`src/rtl/mem_pkg.sv`:
```
// Shared definitions for the dual-core memory port arbiter.
//   ADDR_W    : word address width (byte address bits [15:1])
//   DATA_W    : memory data width
//   core_id_e : requester encoding, CORE1=0, CORE2=1
//   rd_tag_t  : read-in-flight tag {valid, core id}
package mem_pkg;

  localparam int ADDR_W = 15;
  localparam int DATA_W = 16;

  typedef enum logic {
    CORE1 = 1'b0,
    CORE2 = 1'b1
  } core_id_e;

  typedef struct packed {
    logic     vld;
    core_id_e core;
  } rd_tag_t;

endpackage

```
`src/rtl/rr_arb2.sv`:
```
// Two-requester round-robin arbiter with a one-bit pointer.
// Ports:
//   clk   : rising-edge clock
//   rst_n : synchronous active-low reset (pointer returns to requester 0)
//   req   : request vector, bit0 = requester 0, bit1 = requester 1
//   grant : one-hot grant, combinational from req and pointer
// The pointer selects the winner only when both request, and flips only on
// those contested cycles so the loser is favoured next time.
module rr_arb2 (
  input  logic       clk,
  input  logic       rst_n,
  input  logic [1:0] req,
  output logic [1:0] grant
);

  logic ptr;
  logic contested;

  assign contested = req[0] & req[1];

  always_comb begin
    grant = req;
    if (contested) begin
      grant = ptr ? 2'b10 : 2'b01;
    end
  end

  always_ff @(posedge clk) begin
    if (!rst_n) begin
      ptr <= 1'b0;
    end else if (contested) begin
      ptr <= ~ptr;
    end
  end

endmodule

```
`src/rtl/mem_port_arbiter.sv`:
```
// Arbitrates two cores onto a memory with one read port and one write port.
// Read and write ports are arbitrated independently, each by its own rr_arb2.
// Optional feature: define ARB_PERF_CNT_EN to build the saturating conflict
// counter; otherwise conflict_cnt is tied to 0.
// Ports:
//   clk, rst_n                 : clock, synchronous active-low reset
//   pause[1:0]                 : bit0 pauses core1, bit1 pauses core2
//   req_valid/wen/addr/wdata_k : core k request (wen=1 write, 0 read)
//   stall_k                    : core k request not accepted this cycle
//   rdata_valid_k, rdata_k     : read return, one cycle after the grant
//   mem_ren/raddr, mem_rdata   : memory read port (data one cycle after ren)
//   mem_wen/waddr/wdata        : memory write port
//   conflict_cnt               : cycles with a contested port (saturating)
module mem_port_arbiter
  import mem_pkg::*;
(
  input  logic              clk,
  input  logic              rst_n,
  input  logic [1:0]        pause,
  input  logic              req_valid_1,
  input  logic              req_wen_1,
  input  logic [ADDR_W-1:0] req_addr_1,
  input  logic [DATA_W-1:0] req_wdata_1,
  input  logic              req_valid_2,
  input  logic              req_wen_2,
  input  logic [ADDR_W-1:0] req_addr_2,
  input  logic [DATA_W-1:0] req_wdata_2,
  output logic              stall_1,
  output logic              rdata_valid_1,
  output logic [DATA_W-1:0] rdata_1,
  output logic              stall_2,
  output logic              rdata_valid_2,
  output logic [DATA_W-1:0] rdata_2,
  output logic              mem_ren,
  output logic [ADDR_W-1:0] mem_raddr,
  input  logic [DATA_W-1:0] mem_rdata,
  output logic              mem_wen,
  output logic [ADDR_W-1:0] mem_waddr,
  output logic [DATA_W-1:0] mem_wdata,
  output logic [15:0]       conflict_cnt
);

  logic       act_1, act_2;
  logic [1:0] rd_req, wr_req;
  logic [1:0] rd_grant, wr_grant;
  rd_tag_t    tag_p1;

  // Gating with rst_n keeps both ports idle while reset is held.
  assign act_1  = rst_n & req_valid_1 & ~pause[0];
  assign act_2  = rst_n & req_valid_2 & ~pause[1];
  assign rd_req = {act_2 & ~req_wen_2, act_1 & ~req_wen_1};
  assign wr_req = {act_2 &  req_wen_2, act_1 &  req_wen_1};

  rr_arb2 u_rd_arb (
    .clk   (clk),
    .rst_n (rst_n),
    .req   (rd_req),
    .grant (rd_grant)
  );

  rr_arb2 u_wr_arb (
    .clk   (clk),
    .rst_n (rst_n),
    .req   (wr_req),
    .grant (wr_grant)
  );

  // Stage p0: grants drive the memory ports in the request cycle.
  always_comb begin
    mem_ren   = |rd_grant;
    mem_raddr = '0;
    if (rd_grant[0]) begin
      mem_raddr = req_addr_1;
    end else if (rd_grant[1]) begin
      mem_raddr = req_addr_2;
    end

    mem_wen   = |wr_grant;
    mem_waddr = '0;
    mem_wdata = '0;
    if (wr_grant[0]) begin
      mem_waddr = req_addr_1;
      mem_wdata = req_wdata_1;
    end else if (wr_grant[1]) begin
      mem_waddr = req_addr_2;
      mem_wdata = req_wdata_2;
    end
  end

  assign stall_1 = ~rst_n | pause[0] | (act_1 & ~(rd_grant[0] | wr_grant[0]));
  assign stall_2 = ~rst_n | pause[1] | (act_2 & ~(rd_grant[1] | wr_grant[1]));

  // Stage p1: read tag follows the memory's one-cycle read latency.
  always_ff @(posedge clk) begin
    if (!rst_n) begin
      tag_p1 <= '{vld: 1'b0, core: CORE1};
    end else begin
      tag_p1.vld  <= mem_ren;
      tag_p1.core <= rd_grant[1] ? CORE2 : CORE1;
    end
  end

  // rst_n gating drops a read whose data would land during reset.
  assign rdata_valid_1 = rst_n & tag_p1.vld & (tag_p1.core == CORE1);
  assign rdata_valid_2 = rst_n & tag_p1.vld & (tag_p1.core == CORE2);
  assign rdata_1       = rdata_valid_1 ? mem_rdata : '0;
  assign rdata_2       = rdata_valid_2 ? mem_rdata : '0;

`ifdef ARB_PERF_CNT_EN
  logic        contested;
  logic [15:0] cnt;

  assign contested = (&rd_req) | (&wr_req);

  always_ff @(posedge clk) begin
    if (!rst_n) begin
      cnt <= '0;
    end else if (contested && (cnt != 16'hFFFF)) begin
      cnt <= cnt + 16'd1;
    end
  end

  assign conflict_cnt = cnt;
`else
  assign conflict_cnt = '0;
`endif

endmodule

```
`config.mk`:
```
export PLATFORM = sky130hd
export DESIGN_NAME = mem_port_arbiter
export DESIGN_NICKNAME = d
export VERILOG_FILES = /design/src/rtl/mem_pkg.sv /design/src/rtl/rr_arb2.sv /design/src/rtl/mem_port_arbiter.sv
export SDC_FILE = /design/constraint.sdc
export NUM_CORES = 1
export LEC_CHECK = 0
export ABC_AREA = 1
export BUFFER_PORTS_ARGS = -buffer_cell sky130_fd_sc_hd__buf_2
export CAP_MARGIN = 20
export CORE_AREA = 5 5 70 72
export CTS_CLUSTER_SIZE = 30
export DETAILED_ROUTE_END_ITERATION = 10
export DIE_AREA = 0 0 75 77
export PLACE_DENSITY = 0.84
export RECOVER_POWER = 25
export REMOVE_ABC_BUFFERS = 1
export SLEW_MARGIN = 20
export SYNTH_ARGS = -nofsm -noshare
export SYNTH_HDL_FRONTEND = slang
export SYNTH_HIERARCHICAL = 1
export SYNTH_SLANG_ARGS = --single-unit
```
`constraint.sdc`:
```
create_clock -name clk -period 3.44 [get_ports clk]
set_input_delay 0.516 -clock clk [delete_from_list [all_inputs] [get_ports clk]]
set_output_delay 0.516 -clock clk [all_outputs]
set_load 0.1 [all_outputs]
```
Yosys cells after proc, flatten, opt, wreduce, memory -nomap -nowiden

Index checks and enable logic that the tools add are counted.

Bits of input ports: 86
Register bits: 4
Word-level logic and storage cells: 50
Output and inout port bits: 100

Muxes and demuxes: 13
Reductions and logical operators: 2
Bitwise gates (word level): 31

Operator list:

| operator           | number |
|---|---|
| 16-bit 2-to-1 mux  | 4 |
| 15-bit 2-to-1 mux  | 4 |
| 1-bit AND          | 15 |
| 1-bit NOT          | 10 |
| 2-bit 2-to-1 mux   | 4 |
| 1-bit OR           | 6 |
| 2-bit OR reduction | 2 |
| 1-bit 2-to-1 mux   | 1 |

Depth between registers and ports, before layout

Gate-level depths: netlist (run 1).

Depth in word-level cells: 9
Mapped depth: 9

Modules after synthesis

The synthesis (run 1) kept the hierarchy.

By module, submodules not included:

| module           | area each (sq um) | times used | cells an instance | seq. area each (sq um) |
|---|---|---|---|---|
| mem_port_arbiter | 1214.9            | 1          | 253               | 40.0 |
| rr_arb2          | 53.8              | 2          | 8                 | 20.0 |

Least setup slack after synthesis (run 1)

No wires, ideal clock.

Path type: in2out
Start: in rst_n
End: out mem_waddr[0]
Stages: 7
Data arrival time: 2.244 ns
Path buffers: 2
Slack: 0.680 ns
Data required time: 2.924 ns
Cell sequence: buf_6 -> nand3_1 -> nor2_1 -> a21boi_0 -> buf_2 -> nand2_1 -> nand2_1

Elaborated cells on any way between the ends: 10

RTL lines:

| item                       | RTL line               | source |
|---|---|---|
| start: declaration         | mem_port_arbiter.sv:18 | `input logic rst_n,` |
| 1-bit AND (*) (2 in a row) | mem_port_arbiter.sv:49 | `assign act_1 = rst_n & req_valid_1 & ~pause[0];` |
| 1-bit AND (*)              | mem_port_arbiter.sv:52 | `assign wr_req = {act_2 & req_wen_2, act_1 & req_wen_1};` |
| named net wr_req[0]        | mem_port_arbiter.sv:44 | `logic [1:0] rd_req, wr_req;` |
| 1-bit AND                  | rr_arb2.sv:19          | `assign contested = req[0] & req[1];` |
| 2-bit 2-to-1 mux (*)       | rr_arb2.sv:23          | `if (contested) begin` |
| named net wr_grant[0]      | mem_port_arbiter.sv:45 | `logic [1:0] rd_grant, wr_grant;` |
| 15-bit 2-to-1 mux (*)      | mem_port_arbiter.sv:81 | `if (wr_grant[0]) begin` |
| end: declaration           | mem_port_arbiter.sv:38 | `output logic [ADDR_W-1:0] mem_waddr,` |

Mark *: on every way through the listed nets, which the timed path passes. The rest lies on a longest branch.

Worst setup path after layout (run 1)

Start: in rst_n
End: out mem_raddr[7]

Cells in the longest elaborated chain, start to end: 7
Elaborated cells on any way between the ends: 10

RTL lines:

| item                       | RTL line               | source |
|---|---|---|
| 1-bit AND (*) (2 in a row) | mem_port_arbiter.sv:50 | `assign act_2 = rst_n & req_valid_2 & ~pause[1];` |
| 1-bit AND (*)              | mem_port_arbiter.sv:51 | `assign rd_req = {act_2 & ~req_wen_2, act_1 & ~req_wen_1};` |
| named net rd_req[1]        | mem_port_arbiter.sv:44 |  |
| 1-bit AND                  | rr_arb2.sv:19          |  |
| 2-bit 2-to-1 mux (*)       | rr_arb2.sv:23          |  |
| named net rd_grant[1]      | mem_port_arbiter.sv:45 |  |
| 15-bit 2-to-1 mux (*)      | mem_port_arbiter.sv:74 | `end else if (rd_grant[1]) begin` |
| 15-bit 2-to-1 mux (*)      | mem_port_arbiter.sv:72 | `if (rd_grant[0]) begin` |
| end: declaration           | mem_port_arbiter.sv:35 | `output logic [ADDR_W-1:0] mem_raddr,` |

Marked as above.

==> results of run 1 <==
==> flip-flops by register name (all words and copies together) (netlist names) <==
name / flops
tag_p1: 2
u_wr_arb/ptr: 1
u_rd_arb/ptr: 1
==> worst max-delay path: cells and delay by family <==
kind | cells | cell delay, ns
AO/OA/AOI/OAI | 1 | 0.70
AND/OR/NAND/NOR | 4 | 0.56
buffers and inverters | 4 | 0.79
==> cells in the mapped netlist <==
cell,count,share of area [%]
nand3_4,2,2.6
buf_6,4,3.4
conb_1,1,0.28
buf_4,18,10
nor2_2,8,3.8
a21oi_1,3,1.1
inv_4,1,0.47
inv_1,29,8.2
buf_2,11,4.2
nor2_4,1,0.85
a21boi_0,2,1.1
o21ai_1,2,0.76
nand2_1,99,28
dfxtp_1,4,6.1
nand3_1,52,20
nor2_1,31,8.8
inv_2,1,0.28
==> through the flow <==
stage	setup slack (ns)	TNS (ns)	cell area (µm²)	cells	hold slack, ns
floorplan	-1.12	-33.06	1140	251	0.468
global placement	0.227	0	2340	477	0.493
CTS	0.472	0	2390	480	0.515
global route	0.184	0	2370	480	0.561
finish	0.348	0	2370	480	0.515
detailed placement	0.491	0	2350	477	0.505
==> logic make-up (layout without fill, tap and decap cells) <==
kind of cell           after synthesis  count (layout)  synth area share (%)
and+or+nand+nor                    193             193                  63.9
buffers and inverters               64             208                  26.8
AOI/OAI and AO/OA                    7               7                  3.03
DFF                                  4               4                  6.06
other                                1              16                 0.284
==> layout by cell type, fill, tap and decap left out, drive strengths merged <==
| cell type | n |
|---|---|
| buf | 156 |
| nand2 | 99 |
| nand3 | 54 |
| nor2 | 40 |
| inv | 31 |
| clkbuf | 21 |
| conb | 16 |
| dfxtp | 4 |
| a21oi | 3 |
| a21boi | 2 |
| o21ai | 2 |
==> power groups by stage <==
| stage | Clock [W] | Combinational (W) | Sequential, W |
|---|---|---|---|
| floorplan | 0 | 0.000276 | 0.0000487 |
| global placement | 0 | 0.000383 | 0.0000488 |
| detailed placement | 0 | 0.000386 | 0.0000489 |
| CTS | 0.000102 | 0.000386 | 0.0000483 |
| global route | 0.000107 | 0.000403 | 0.0000483 |
| finish | 0.0000977 | 0.000386 | 0.0000483 |
==> routing by layer <==
metal	global-route usage, %	part of all wire (%)	up-vias
met5	0	0	-
met4	6.94	2.4	0
met3	5.88	13	12
met2	36.8	51	135
met1	19.8	33	952
li1	-	-	1109
==> worst max-delay path by stage <==
stage                    endpoint  slack, ns  depth (start not counted)
floorplan                 mem_wen      -1.12                          6
CTS                 mem_waddr[11]       0.47                          8
global route        mem_raddr[10]       0.18                          9
detailed placement  mem_waddr[11]       0.49                          8
finish               mem_raddr[7]       0.35                          9
global placement    mem_wdata[15]       0.23                          8
==> layout make-up <==
class,count,area share (%)
inverters,31,5.02
clock buffers,3,1.75
flip-flops and latches,4,3.38
multi-input cells,216,40.6
repair buffers,174,46.5
well taps,52,2.75
==> impl_metrics.toml, run 1 <==
[clock_network]
cts_tree = "done"
cts_buffer_depth = 2
cts_buffers = 3
cts.sinks = 4
post_cts_resize_count = 0
htreeDepth = 1
holdBufCountCts = 0
post_cts.repair.setup_buffers = 0
clk_latency_ns = 0.21
root_buffer = "clkbuf_8"
path_clk_slew_ns = 0.03

[drt]
drcViolationCount = 0
viasPerCell = 4.60
wire_per_inst_um = 12.8
ant_nets = 0
vias = 2208
drtPass1Iterations = 4
drt_iter0_markers = 56
totalWireLength_mm = 6.15

[synth]
yosysSeqAreaShare_pct = 6.05
ys_warn_count = 6
syn_area_um2 = 1320
syn-instance-count = 269
synth.distinct_cells = 17
ys_ff_latch = 4
syn_avg_cell_area_um2 = 4.92

[sta]
finalSetupViolations = 0
rsz0062_at_grt = "false"
fmax_ghz = 0.323
finClkSkew_ns = 0.00181
finalCritPeriodShare_pct = 89.9
slew_violations = 0
final_hold_viol_count = 0
min_period_ns = 3.09
tightest_slew_ns = 1.18
slew_headroom_pct = 21.6

[worst_setup_path]
r2r_start = "u_rd_arb/ptr"
required_ns = 2.92
path_max_fanout = 12
crit_path_top_delay_cell = "o21ai_0"
path_cells = "buf_2 > nand3_1 > nor2_1 > inv_1 > o21ai_0 > buf_4 > nand3_1 > nand2_1 > buf_12"
ff2ff_path_depth = 5
worst_setup_path_end_kind = "output pin"
cp.arrival_ns = 2.58
worstReg2RegEnd = "tag_p1[0]"
setup.worst_path.start = "rst_n"
slowest_delay_ns = 0.70
crit_top_cell = "nand3_1"
crit_path_start_kind = "primary input"
reg2reg_slack_ns = 2.13
path_class = "in2out"

[placement]
place_hpwl_mm = 5.04
gp_congestion = 0.854
port_buffers = 169

[power]
p_leak_nw = 1.56
p_int_w = 0.000204
combPwrFrac_pct = 72.5
sw_frac_of_total_pct = 61.7
total_power_w = 0.000532
peakVddDrop_mv = 0.135
pwr-share-seq_pct = 9.1
clockPowerShare_pct = 18.4
power_density_nw_per_um2 = 225
switching_power_w = 0.000328

[grt]
grt_max_degree = 34
grt_pass1_vias = 2086
grt_first_pass_wirelength_mm = 9.08
antenna_found_initial = 0
track_usage_pct = 19.7
grt_overflow = 0

[cells_and_area]
n_fill_cell = 433
synthToLayoutAreaGrowth_pct = 78.9
drive_gt1_share_pct = 40.7
nNetsFinal = 516
multi_input_area_um2 = 960
n_antenna_cell = 0
fin_util_pct = 55.9
layout.area.seq_um2 = 80.1

[worst_hold_path]
hold-path-endpoint = "u_rd_arb/ptr"
hold_class = "reg2reg"
hold-path-cell-count = 2
min_from = "u_rd_arb/ptr"

[die]
core_area_um2 = 4230
start_util_pct = 31.2
row_count = 24
die_width_um = 75
die-height_um = 77
die_area_um2 = 5780
io_pins = 186

[job]
drv_cap = 0

[run_status]
outcome = "completed"
No activity file was read; power rests on OpenSTA's default activity.
==> run 2, diff against run 1 <==
ABC_AREA = default   (was 1)
CORE_AREA = 5 5 75 63   (was 5 5 70 72)
DIE_AREA = 0 0 80 68   (was 0 0 75 77)
PLACE_DENSITY = 0.85   (was 0.84)
==> run 2 against run 1 <==
Against the previous run:
- worst setup slack improved by 0.021 ns
- critical path depth decreased by 1
- wire length increased by 6.8%
- highest routed layer unchanged
- count of clock-buffer cells in the layout unchanged
- die area decreased by 5.8%
- sequential share of layout area decreased by 0.41 points
- largest power group unchanged
- largest cell class unchanged
- combinational power increased by 12%
==> impl_metrics.toml, run 2 <==
[placement]
numPlacedInstances = 417
place_hpwl_mm = 5.66
port_buffers = 169
gp_congestion = 0.898
dpl_cell_area_um2 = 2680

[worst_setup_path]
path_class = "in2out"
worstReg2RegEnd = "tag_p1[1]"
slowest_delay_ns = 0.56
required_ns = 2.92
r2r_start = "u_rd_arb/ptr"
crit_buf_inv = 4
path_cells = "clkbuf_1 > inv_1 > nor4_1 > a21boi_0 > buf_4 > nand2_1 > o21ai_0 > buf_12"
cp.arrival_ns = 2.56
reg2reg_slack_ns = 2.13
crit_path_top_delay_cell = "nor4_1"
worst_setup_path_end_kind = "output pin"
critPathTopFamily = "buffers and inverters"
crit_path_start_kind = "primary input"
ff2ff_path_depth = 5
path_max_fanout = 13

[sta]
final_hold_viol_count = 0
finalCritPeriodShare_pct = 89.3
slew_violations = 0
tightest_slew_ns = 1.20
fmax_ghz = 0.326
slew_headroom_pct = 20.5
finalSetupViolations = 0
rsz0062_at_grt = "false"
min_period_ns = 3.07
finClkSkew_ns = 0.00581

[cells_and_area]
n_fill_cell = 337
n_antenna_cell = 0
final_common_cell = "buf_2"
synthToLayoutAreaGrowth_pct = 132
stdcell_area_um2 = 2690
nNetsFinal = 451
regMostFlops = "tag_p1"
top_regs = "tag_p1 x2, u_rd_arb/ptr x1, u_wr_arb/ptr x1"
final_cell_mix = "buf_2, nand2_1, buf_12"
largest_register_ffs = 2
drive_gt1_share_pct = 45.5
instances_no_fill = 420

[synth]
synth.distinct_cells = 21
syn_avg_cell_area_um2 = 5.80
syn_area_um2 = 1160
synth_edf_count = 0
netlist_top_cells_area = "a22o_1, nand2_1, nor2_1"
synth_top_area_cell = "a22o_1"
yosysMostFrequentCell = "nand2_1"
synth_ff_type = "dfxtp_1"
yosysTopAreaCellShare_pct = 21.9
ys_warn_count = 6
synthTopCellsByCount = "nand2_1, nor2_1, a22o_1"
yosysSeqAreaShare_pct = 6.90
synthArstFlopShare_pct = 0
syn-instance-count = 200
ys_ff_latch = 4

[drt]
wire_per_inst_um = 15.6
vias = 2013
drtPass1Iterations = 4
totalWireLength_mm = 6.57
drcViolationCount = 0
viasPerCell = 4.79
ant_nets = 0
drt_iter0_markers = 95

[clock_network]
cts_buffers = 3
htreeDepth = 1
root_buffer = "clkbuf_8"
cts.sinks = 4
path_clk_slew_ns = 0.03
post_cts.repair.setup_buffers = 0
post_cts_resize_count = 0
cts_tree = "done"
holdBufCountCts = 0
cts_buffer_depth = 2
clk_latency_ns = 0.22

[worst_hold_path]
hold-path-endpoint = "u_rd_arb/ptr"
hold-path-cell-count = 2
min_from = "u_rd_arb/ptr"
hold_class = "reg2reg"

[job]
drv_cap = 0

[power]
power_density_nw_per_um2 = 215
peakVddDrop_mv = 0.0985
clockPowerShare_pct = 17.1
sw_frac_of_total_pct = 57.9
combPwrFrac_pct = 74.6
switching_power_w = 0.000335
p_int_w = 0.000244
p_leak_nw = 1.31
pwr-share-seq_pct = 8.2

[die]
die_width_um = 80
io_pins = 186
die-height_um = 68
core_area_um2 = 3990
die_area_um2 = 5440
row_count = 21
start_util_pct = 29.0

[grt]
track_usage_pct = 22.1
grt_pass1_vias = 1828
grt_overflow = 0
grt_max_degree = 33
grt_first_pass_wirelength_mm = 9.16
antenna_found_initial = 0

[run_status]
outcome = "completed"
-- run 2: cell types whose count changed after synthesis, moves of 8 or more --
| cell | change |
|---|---|
| nand2_1 | -44 |
| inv_1 | -22 |
| nor2_2 | -8 |
| nand3_1 | -52 |
| a22o_1 | +29 |
| o21ai_0 | +17 |
-- run 2: layout make-up --
class / instances / area (µm²) / share of cell area [%]
Inverter: 7 / 26.3 / 0.976
Tap cell: 57 / 71.3 / 2.65
Timing Repair Buffer: 178 / 1580 / 58.6
Clock buffer: 3 / 41.3 / 1.53
Sequential cell: 4 / 80.1 / 2.98
Multi-Input combinational cell: 171 / 896 / 33.3
-- run 2: cells by family (layout without fill, tap and decap cells) --
kind of cell	count (synthesis)	in the layout	synth area share [%]
simple gates	101	101	36.4
other cells	1	16	0.323
compound gates	52	52	33.3
flops	4	4	6.90
buf+inv	40	188	21.4
mux	2	2	1.73
-- run 2: worst max-delay path by stage --
| stage | endpoint | slack [ns] | cells past startpoint | startpoint |
|---|---|---|---|---|
| after floorplan | stall_1 | -2.43 | 4 | pause[1] |
| after global placement | stall_2 | 0.61 | 7 | rst_n |
| after detailed placement | mem_raddr[14] | 0.48 | 8 | rst_n |
| after CTS | mem_raddr[14] | 0.47 | 8 | rst_n |
| after global routing | mem_raddr[14] | 0.18 | 8 | rst_n |
| final | mem_raddr[14] | 0.37 | 8 | rst_n |
-- run 2: worst min-delay path, delay by kind of cell, from the launching register on --
family | cells | cell delay [ns]
DFF | 1 | 0.33
and+or+nand+nor | 1 | 0.07
muxes | 1 | 0.07
-- run 2: stage by stage --
step | hold WS, ns | TNS (ns) | utilization, % | power [W] | worst slack [ns]
after CTS | 0.526 | 0 | 68.1 | 0.000583 | 0.469
final | 0.516 | 0 | 67.4 | 0.000579 | 0.369
after global routing | 0.556 | 0 | 67.4 | 0.000601 | 0.183
after detailed placement | 0.519 | 0 | 67.0 | 0.000480 | 0.483
after floorplan | 0.456 | -55.24 | - | 0.000321 | -2.43
after global placement | 0.482 | 0 | 67.0 | 0.000475 | 0.614
-- run 2: metal layers --
| metal | wire, µm | track usage [%] |
|---|---|---|
| met1 | 2370 | 25.1 |
| met2 | 3580 | 40.3 |
| met3 | 415 | 5.00 |
| met4 | 195 | 8.65 |
| met5 | 0 | 0 |
-- run 2: power by group through the flow --
stage / clock network (W) / registers (W) / logic, W
floorplan: 0 / 0.0000483 / 0.000273
CTS: 0.000104 / 0.0000477 / 0.000432
finish: 0.0000993 / 0.0000477 / 0.000432
global placement: 0 / 0.0000483 / 0.000426
global route: 0.000107 / 0.0000478 / 0.000446
detailed placement: 0 / 0.0000483 / 0.000431
==> run 3, diff against run 2 <==
==> constraint.sdc (replaced) <==
create_clock -name clk -period 3.44 [get_ports clk]
set_input_delay 0.516 -clock clk [delete_from_list [all_inputs] [get_ports clk]]
set_output_delay 0.516 -clock clk [all_outputs]
set_load 0.005 [all_outputs]
==> run 3 against run 2 <==
Against the previous run:
- cell count is 0.71% lower
- register-to-register slack better by 0.08 ns
- clock power is 2.6% lower
- sequential share of layout area is 1.1 points higher
- power is 52% lower
- first-iteration DRC count is 4.2% lower
- final area is 26% lower
- global-route usage is 3.6 points lower
- critical path type unchanged
- via count is 4.9% lower
- non-clock buffer count is 3 lower
==> impl_metrics.toml, run 3 (same netlist as run 2, synthesis figures left out) <==
[drt]
wire_per_inst_um = 13.7
drtPass1Iterations = 4
drcViolationCount = 0
totalWireLength_mm = 5.73
viasPerCell = 4.59
drt_iter0_markers = 91
vias = 1914
ant_nets = 0

[worst_setup_path]
path_max_fanout = 13
crit_path_start_kind = "primary input"
endpoint = "mem_raddr[10]"
worst_setup_path_end_kind = "output pin"
path_class = "in2out"
worstReg2RegEnd = "tag_p1[1]"
ff2ff_path_depth = 4
r2r_start = "u_rd_arb/ptr"
setup.worst_path.start = "rst_n"
cp.arrival_ns = 2.25
reg2reg_slack_ns = 2.21
required_ns = 2.92

[sta]
fmax_ghz = 0.361
rsz0062_at_grt = "false"
finalHoldWorstSlack_ns = 0.509
tightest_slew_ns = 0.648
setup_tns_ns = 0
min_period_ns = 2.77
slew_violations = 0
finClkSkew_ns = 0.00379
finalSetupViolations = 0
slew_headroom_pct = 56.8
final_hold_viol_count = 0
finalCritPeriodShare_pct = 80.5

[placement]
gp_congestion = 0.836
port_buffers = 169
numPlacedInstances = 414
place_hpwl_mm = 4.82

[grt]
grt_overflow = 0
grt_first_pass_wirelength_mm = 8.03
grt_max_degree = 36
antenna_found_initial = 0
track_usage_pct = 18.5
grt_pass1_vias = 1664

[die]
die_width_um = 80
die_area_um2 = 5440
start_util_pct = 29.0
die-height_um = 68
row_count = 21
core_area_um2 = 3990
io_pins = 186

[clock_network]
path_clk_slew_ns = 0.03
cts.sinks = 4
htreeDepth = 1
holdBufCountCts = 0
clk_latency_ns = 0.21
post_cts.repair.setup_buffers = 0
cts_tree = "done"
post_cts_resize_count = 0
root_buffer = "clkbuf_8"
cts_buffer_depth = 2
cts_buffers = 3

[power]
p_leak_nw = 1.18
total_power_w = 0.000278
peakVddDrop_mv = 0.0937
power_density_nw_per_um2 = 140

[cells_and_area]
final_cell_mix = "buf_2, nand2_1, nor2_1"
synthToLayoutAreaGrowth_pct = 71.3
largest_register_ffs = 2
drive_gt1_share_pct = 46.9
nNetsFinal = 448
n_antenna_cell = 0
regMostFlops = "tag_p1"
top_regs = "tag_p1 x2, u_rd_arb/ptr x1, u_wr_arb/ptr x1"
fin_util_pct = 49.7
instances_no_fill = 417
final_common_cell = "buf_2"

[worst_hold_path]
hold_class = "reg2reg"

[job]
drv_cap = 0

[run_status]
outcome = "completed"
==> run 3: cell types whose count changed in the layout (fill, tap and decap cells not counted), sizes merged <==
cell,previous run,this run
buf,158,155
==> run 3: final cells by class <==
class / count / area [µm²]
Fill cell: 447 / 2010
Multi-Input combinational cell: 171 / 896
Timing Repair Buffer: 175 / 872
Inverter: 7 / 26.3
Tap cell: 57 / 71.3
Clock buffer: 3 / 41.3
Sequential cell: 4 / 80.1
==> run 3: worst min path at each step <==
stage,start,endpoint,cells after the start
after floorplan,u_rd_arb/ptr,u_rd_arb/ptr,2
after global placement,u_rd_arb/ptr,u_rd_arb/ptr,2
after detailed placement,u_wr_arb/ptr,u_wr_arb/ptr,2
after CTS,u_wr_arb/ptr,u_wr_arb/ptr,2
after global routing,u_rd_arb/ptr,u_rd_arb/ptr,2
final,u_wr_arb/ptr,u_wr_arb/ptr,2
==> run 3: per-layer routing <==
layer | part of all wire [%] | wire length, µm | up-vias | GRT usage, %
li1 | - | - | 961 | -
met1 | 41 | 2350 | 872 | 24.4
met2 | 51 | 2950 | 75 | 31.1
met3 | 6.3 | 360 | 6 | 3.29
met4 | 1.3 | 72 | 0 | 4.85
met5 | 0 | 0 | - | 0
==> run 3: metrics by stage <==
step,setup WS [ns],instance area [µm²]
global placement,0.724,1960
detailed placement,0.699,1960
CTS,0.692,2010
floorplan,-0.568,995
global route,0.425,1990
finish,0.670,1990
==> run 3: report_power, final <==
group	internal (W)	leakage [nW]	total, W	switching, W
clock network	0.0000744	0.0216	0.0000967	0.0000223
registers	0.0000474	0.0323	0.0000477	0.000000327
logic	0.0000662	1.13	0.000134	0.0000676
total	0.000188	1.18	0.000278	0.0000902
==> run 3: worst max-delay path: stages <==
cell	delay, ns
buf_2	0.19
inv_1	0.12
nor4_1	0.59
a21boi_1	0.27
buf_4	0.23
nand2_1	0.06
o21ai_0	0.13
buf_2	0.14
